## src/rtl/pico_io_pkg.sv

```systemverilog
// Shared types and defaults for the user-input slot of the data memory.
//   key_state_t          : ENTER-key debounce FSM states
//   DEF_DEBOUNCE_CYCLES  : stable cycles needed to accept a key edge
//   DEF_SYNC_STAGES      : flops per input synchronizer
package pico_io_pkg;

   typedef enum logic [1:0] {
      IDLE,
      PRESS_DB,
      HELD,
      RELEASE_DB
   } key_state_t;

   localparam int DEF_DEBOUNCE_CYCLES = 50000;
   localparam int DEF_SYNC_STAGES     = 2;

endpackage

```

## src/rtl/sync_ff.sv

```systemverilog
// Multi-flop synchronizer with asynchronous active-low reset.
//   Clock   in  1      destination clock
//   nReset  in  1      asynchronous, active-low reset (chain loads RESET_VAL)
//   d       in  WIDTH  asynchronous input
//   q       out WIDTH  synchronized output, STAGES edges behind d
module sync_ff #(
   parameter int               WIDTH     = 1,
   parameter int               STAGES    = 2,
   parameter logic [WIDTH-1:0] RESET_VAL = '0
) (
   input  logic             Clock,
   input  logic             nReset,
   input  logic [WIDTH-1:0] d,
   output logic [WIDTH-1:0] q
);

   logic [WIDTH-1:0] chain [STAGES];

   // NOTE: the chain is a handful of flops, not a RAM, so every stage is reset;
   // this keeps the released key level from looking like a press after reset.
   always_ff @(posedge Clock or negedge nReset) begin
      if (!nReset) begin
         for (int i = 0; i < STAGES; i++) chain[i] <= RESET_VAL;
      end else begin
         chain[0] <= d;
         for (int i = 1; i < STAGES; i++) chain[i] <= chain[i-1];
      end
   end

   assign q = chain[STAGES-1];

endmodule

```

## src/rtl/user_input_ctrl.sv

```systemverilog
// Producer side of the data-memory user-input slot. Synchronizes the switches
// and the active-low ENTER key, debounces the key, and captures the switch
// byte once per accepted press.
//   Clock       in  1       system clock, rising edge
//   nReset      in  1       asynchronous, active-low reset
//   SW          in  DATA_W  raw switches
//   nKey        in  1       raw ENTER key, 0 = pressed
//   ack         in  1       consumer read the value; clears new_data/overrun
//   usr_input   out DATA_W  captured switch byte
//   new_data    out 1       sticky: capture since last ack
//   overrun     out 1       sticky: capture while new_data already set
//   key_strobe  out 1       one-cycle pulse on each capture
module user_input_ctrl
   import pico_io_pkg::*;
#(
   parameter int DATA_W          = 8,
   parameter int DEBOUNCE_CYCLES = DEF_DEBOUNCE_CYCLES,
   parameter int SYNC_STAGES     = DEF_SYNC_STAGES
) (
   input  logic              Clock,
   input  logic              nReset,
   input  logic [DATA_W-1:0] SW,
   input  logic              nKey,
   input  logic              ack,
   output logic [DATA_W-1:0] usr_input,
   output logic              new_data,
   output logic              overrun,
   output logic              key_strobe
);

   localparam int               CNT_W    = $clog2(DEBOUNCE_CYCLES + 1);
   localparam logic [CNT_W-1:0] CNT_LAST = CNT_W'(DEBOUNCE_CYCLES - 1);
   localparam logic [CNT_W-1:0] CNT_MAX  = CNT_W'(DEBOUNCE_CYCLES);

   logic [DATA_W-1:0] sw_s;
   logic              key_s;
   key_state_t        state_q, state_d;
   logic [CNT_W-1:0]  cnt_q, cnt_d;
   logic              capture;

   sync_ff #(.WIDTH(DATA_W), .STAGES(SYNC_STAGES), .RESET_VAL('0)) u_sw_sync (
      .Clock  (Clock),
      .nReset (nReset),
      .d      (SW),
      .q      (sw_s)
   );

   // Key chain resets to the released level.
   sync_ff #(.WIDTH(1), .STAGES(SYNC_STAGES), .RESET_VAL(1'b1)) u_key_sync (
      .Clock  (Clock),
      .nReset (nReset),
      .d      (nKey),
      .q      (key_s)
   );

   // NOTE: sequential state uses non-blocking assignments so all flops update
   // together from pre-edge values, independent of statement order.
   always_ff @(posedge Clock or negedge nReset) begin
      if (!nReset) begin
         state_q <= IDLE;
         cnt_q   <= '0;
      end else begin
         state_q <= state_d;
         cnt_q   <= cnt_d;
      end
   end

   // NOTE: every output of this block gets a default first, so no path leaves
   // a signal unassigned and no latch is inferred.
   always_comb begin
      state_d = state_q;
      cnt_d   = cnt_q;
      capture = 1'b0;
      unique case (state_q)
         IDLE: begin
            if (!key_s) state_d = PRESS_DB;
         end
         PRESS_DB: begin
            if (key_s) begin
               state_d = IDLE;
            end else if (cnt_q == CNT_LAST) begin
               state_d = HELD;
               capture = 1'b1;
            end else if (cnt_q != CNT_MAX) begin
               cnt_d = cnt_q + CNT_W'(1);
            end
         end
         HELD: begin
            if (key_s) state_d = RELEASE_DB;
         end
         RELEASE_DB: begin
            if (!key_s) begin
               state_d = HELD;
            end else if (cnt_q == CNT_LAST) begin
               state_d = IDLE;
            end else if (cnt_q != CNT_MAX) begin
               cnt_d = cnt_q + CNT_W'(1);
            end
         end
         default: state_d = IDLE;
      endcase
      // Each debounce window starts from zero.
      if (state_d != state_q) cnt_d = '0;
   end

   // Capture has priority over ack; overrun samples new_data before any clear.
   always_ff @(posedge Clock or negedge nReset) begin
      if (!nReset) begin
         usr_input  <= '0;
         new_data   <= 1'b0;
         overrun    <= 1'b0;
         key_strobe <= 1'b0;
      end else begin
         key_strobe <= capture;
         if (capture) begin
            usr_input <= sw_s;
            new_data  <= 1'b1;
            overrun   <= overrun | new_data;
         end else if (ack) begin
            new_data  <= 1'b0;
            overrun   <= 1'b0;
         end
      end
   end

endmodule

```

## config.mk

```make
export PLATFORM = sky130hd
export DESIGN_NAME = user_input_ctrl
export DESIGN_NICKNAME = d
export VERILOG_FILES = /design/src/rtl/pico_io_pkg.sv /design/src/rtl/sync_ff.sv /design/src/rtl/user_input_ctrl.sv
export SDC_FILE = /design/constraint.sdc
export NUM_CORES = 1
export LEC_CHECK = 0
export BUFFER_PORTS_ARGS = -buffer_cell sky130_fd_sc_hd__buf_2
export CAP_MARGIN = 25
export CORE_MARGIN = 5
export CORE_UTILIZATION = 55
export DETAILED_ROUTE_END_ITERATION = 10
export PLACE_DENSITY = 0.76
export SYNTH_ARGS = -nofsm -noshare
export SYNTH_HDL_FRONTEND = slang
export SYNTH_SLANG_ARGS = --single-unit
export TNS_END_PERCENT = 100
```

## constraint.sdc

```tcl
create_clock -name Clock -period 2.7 [get_ports Clock]
set_input_delay 0.54 -clock Clock [delete_from_list [all_inputs] [get_ports Clock]]
set_output_delay 0.54 -clock Clock [all_outputs]
set_load 0.05 [all_outputs]
```

==> run metrics <==
outcome completed; starting utilization of the core area 58.10%; Lkg Pwr 0.9908 nW; RSZ-0062 raised after global routing false; Final WS setup 0.4707 ns; die outline area 4909 µm²; Detailed Routing Iterations Pass 1 4; number of levels in the clock H-tree 2; CP startpoint kind register; iteration-0 DRC count of the detailed router 64; maximum fanout along the worst path 10; worst setup path class register to register; Post-Place Worst Slack 0.5115 ns; gr ovfl total 0; post-synth design cell area 1984 µm²; number of antenna repair diodes 0; first-pass GRT wire length 6617 µm; power density over cell area 573.1 nW/µm²; Cells after Synth 159; highest-delay cell along the critical path sky130_fd_sc_hd__nor4_4; relative area change from synthesis to final layout 14.82%; prevailing post-synth register cell sky130_fd_sc_hd__dfrtp_1; Slew Viols, Final 0; std cell rows 21; top library cells by usage in the layout, fill and taps aside 45 x sky130_fd_sc_hd__dfrtp_1, 22 x sky130_fd_sc_hd__buf_2, 13 x sky130_fd_sc_hd__o21ai_0; Syn Nets 173; number of buffers created by CTS 5; Final min period 2.229 ns; crit-path cells ha_1 -> and4b_1 -> nand2_1 -> nor4_4 -> mux2_2; final number of hold-violating endpoints 0; family with the most delay on the worst path simple AND/OR/NAND/NOR gates; post-DR wirelength/cell 16.33 µm; gr usage total 16.69%; core region area 3416 µm²; async set-reset flop share out of synthesis 100.0%; highest ir drop seen on vdd 440.1 µV; initial antenna violation count 0; Final Cycle Share 82.57%; Final Routed Wirelength 3871 µm; Yosys reg bits 47; max-cap check violation count 0; slew margin rel. 55.81%; Port Buffer Count 22; routed via count divided by cell count 5.907; insertion delay to the later sink of the worst-skew pair 0.36 ns; via count 1400; Reg clk slew, reported paths 0.14 ns; maximum number of pins on one net before global-route repair 48; required arrival time at the worst endpoint 2.96 ns; Fin Clk Skew 0.01068 ns; placer congestion estimate 0.8478; Netlist cell types 42; layout cell share with drive strength beyond 1 28.27%; setup repair bufs after CTS 0; final sum of negative setup slack 0 ns; number of warning messages in the yosys log 0; clock tree from TritonCTS yes; final count of negative-setup-slack endpoints 0; sequential element share of the synthesized area 59.39%; buffer type at the clock tree root sky130_fd_sc_hd__clkbuf_4; Max Buffers Root-to-Sink 2; average footprint of a synthesized cell 12.48 µm²; top-level I/O count 23; number of design rule violations left after detail routing 0; arrival time of the worst setup path 2.48 ns; maximum clock rate 448.6 MHz; number of synthesized flops with an enable pin 0; Num Clock Sinks 47; Final HPWL DP 2690 µm; Core Util, Final 66.70%; via count of the first global-routing pass 1450; net count of the finished layout 204; slew at the pin closest to its max-slew limit 0.6622 ns; path class of the lowest-slack min-delay path primary input to register; horizontal die dimension 70.07 µm; category of the worst setup path capture point register; commonest non-fill, non-tap cell in the layout sky130_fd_sc_hd__dfrtp_1; die height 70.07 µm; ANT nets after route 0; combined buffer and inverter count along the critical path 0; delay contributed by the slowest stage of the critical path 0.60 ns
==> layer usage <==
layer	vias up	global-route usage [%]	share of wire, %
met4	0	6.383	1.0
met3	3	5.452	5.8
met5	-	0	0
met2	41	27.60	52
li1	655	-	-
met1	701	20.22	41
==> where the power goes <==
group / internal [mW] / total [mW] / leakage (nW) / switching (mW)
clock: 0.224 / 0.458 / 0.0489 / 0.234
combinational: 0.0405 / 0.0919 / 0.334 / 0.0514
sequential: 0.732 / 0.755 / 0.608 / 0.0237
total: 0.996 / 1.31 / 0.991 / 0.310
==> final timing paths <==
| kind | slack [ns] | cells after the start | end | startpoint |
|---|---|---|---|---|
| min reg2reg | 0.36 | 0 | u_sw_sync.q[3] | u_sw_sync.chain[11] |
| min | 0.26 | 1 | u_key_sync.chain[1] | nKey |
| max | 0.47 | 5 | usr_input[7] | cnt_q[1] |
| max reg2reg | 0.47 | 5 | usr_input[7] | cnt_q[1] |
| max in group asynchronous | 1.56 | 4 | u_key_sync.q | nReset |
| min in group asynchronous | 0.51 | 2 | cnt_q[2] | nReset |
==> sequential cells by signal (all words and copies together), names as in the netlist <==
| signal | flops |
|---|---|
| cnt_q | 16 |
| usr_input | 8 |
| u_sw_sync.q | 8 |
| u_sw_sync.chain | 8 |
| state_q | 2 |
| u_key_sync.q | 1 |
| new_data | 1 |
| overrun | 1 |
| key_strobe | 1 |
| u_key_sync.chain | 1 |
==> cell families (layout without fill, tap and decap cells) <==
| logic type | after synthesis | in the layout | synth area share, % |
|---|---|---|---|
| xor gates and xnor gates | 3 | 3 | 2.270 |
| muxes | 8 | 8 | 4.540 |
| adders and majority gates | 2 | 2 | 1.261 |
| AOI/OAI and AO/OA | 39 | 39 | 12.74 |
| buffers and inverters | 7 | 39 | 1.387 |
| and+or+nand+nor | 53 | 53 | 18.41 |
| DFF | 47 | 47 | 59.39 |
==> timing repair <==
item / CTS / global route
hold buffers: 0 / 1
gates resized for setup: 0 / 0
hold endpoints to repair: 0 / 5
==> through the flow <==
| step | hold slack, ns | instance area [µm²] | cells | power (mW) |
|---|---|---|---|---|
| floorplan | 0.2444 | 1984 | 159 | 0.8116 |
| global placement | 0.3331 | 2158 | 227 | 0.8439 |
| detailed placement | 0.3355 | 2158 | 227 | 0.8569 |
| CTS | 0.2612 | 2248 | 235 | 1.306 |
| global route | 0.2376 | 2278 | 237 | 1.359 |
| finish | 0.2649 | 2278 | 237 | 1.306 |
==> cells in the mapped netlist, types with 2 or more instances <==
master                      number  area share (%)
sky130_fd_sc_hd__nand4b_1        2            0.88
sky130_fd_sc_hd__o31ai_1         3             1.1
sky130_fd_sc_hd__nand4bb_1       2             1.1
sky130_fd_sc_hd__or3_2           3             1.1
sky130_fd_sc_hd__and4bb_2        2             1.3
sky130_fd_sc_hd__o2111ai_1       2            0.88
sky130_fd_sc_hd__nor3_1          3            0.76
sky130_fd_sc_hd__ha_1            2             1.3
sky130_fd_sc_hd__o21ai_0        13             3.3
sky130_fd_sc_hd__or3b_2          2            0.88
sky130_fd_sc_hd__or4_1           3             1.1
sky130_fd_sc_hd__nand2_1         7             1.3
sky130_fd_sc_hd__xnor2_1         2            0.88
sky130_fd_sc_hd__dfstp_2         2             2.6
sky130_fd_sc_hd__nand3_1         4             1.0
sky130_fd_sc_hd__and2_1          2            0.63
sky130_fd_sc_hd__or3_1           6             1.9
sky130_fd_sc_hd__a21oi_1        12             3.0
sky130_fd_sc_hd__dfrtp_1        45              57
sky130_fd_sc_hd__and4_1          2            0.88
sky130_fd_sc_hd__o21ai_1         2            0.50
sky130_fd_sc_hd__nor2_1          6             1.1
sky130_fd_sc_hd__mux2_2          8             4.5
sky130_fd_sc_hd__inv_1           5            0.95
sky130_fd_sc_hd__nand4_1         2            0.63
==> cell type report <==
class | instances | area (µm²)
multi-input combinational | 105 | 778.2
clock inverter | 2 | 38.79
fill | 287 | 1137
tap | 46 | 57.56
sequential | 47 | 1179
clock buffer | 6 | 51.30
timing repair buffer | 26 | 155.1
inverter | 5 | 18.77
Power figures use the tool's default switching activity.
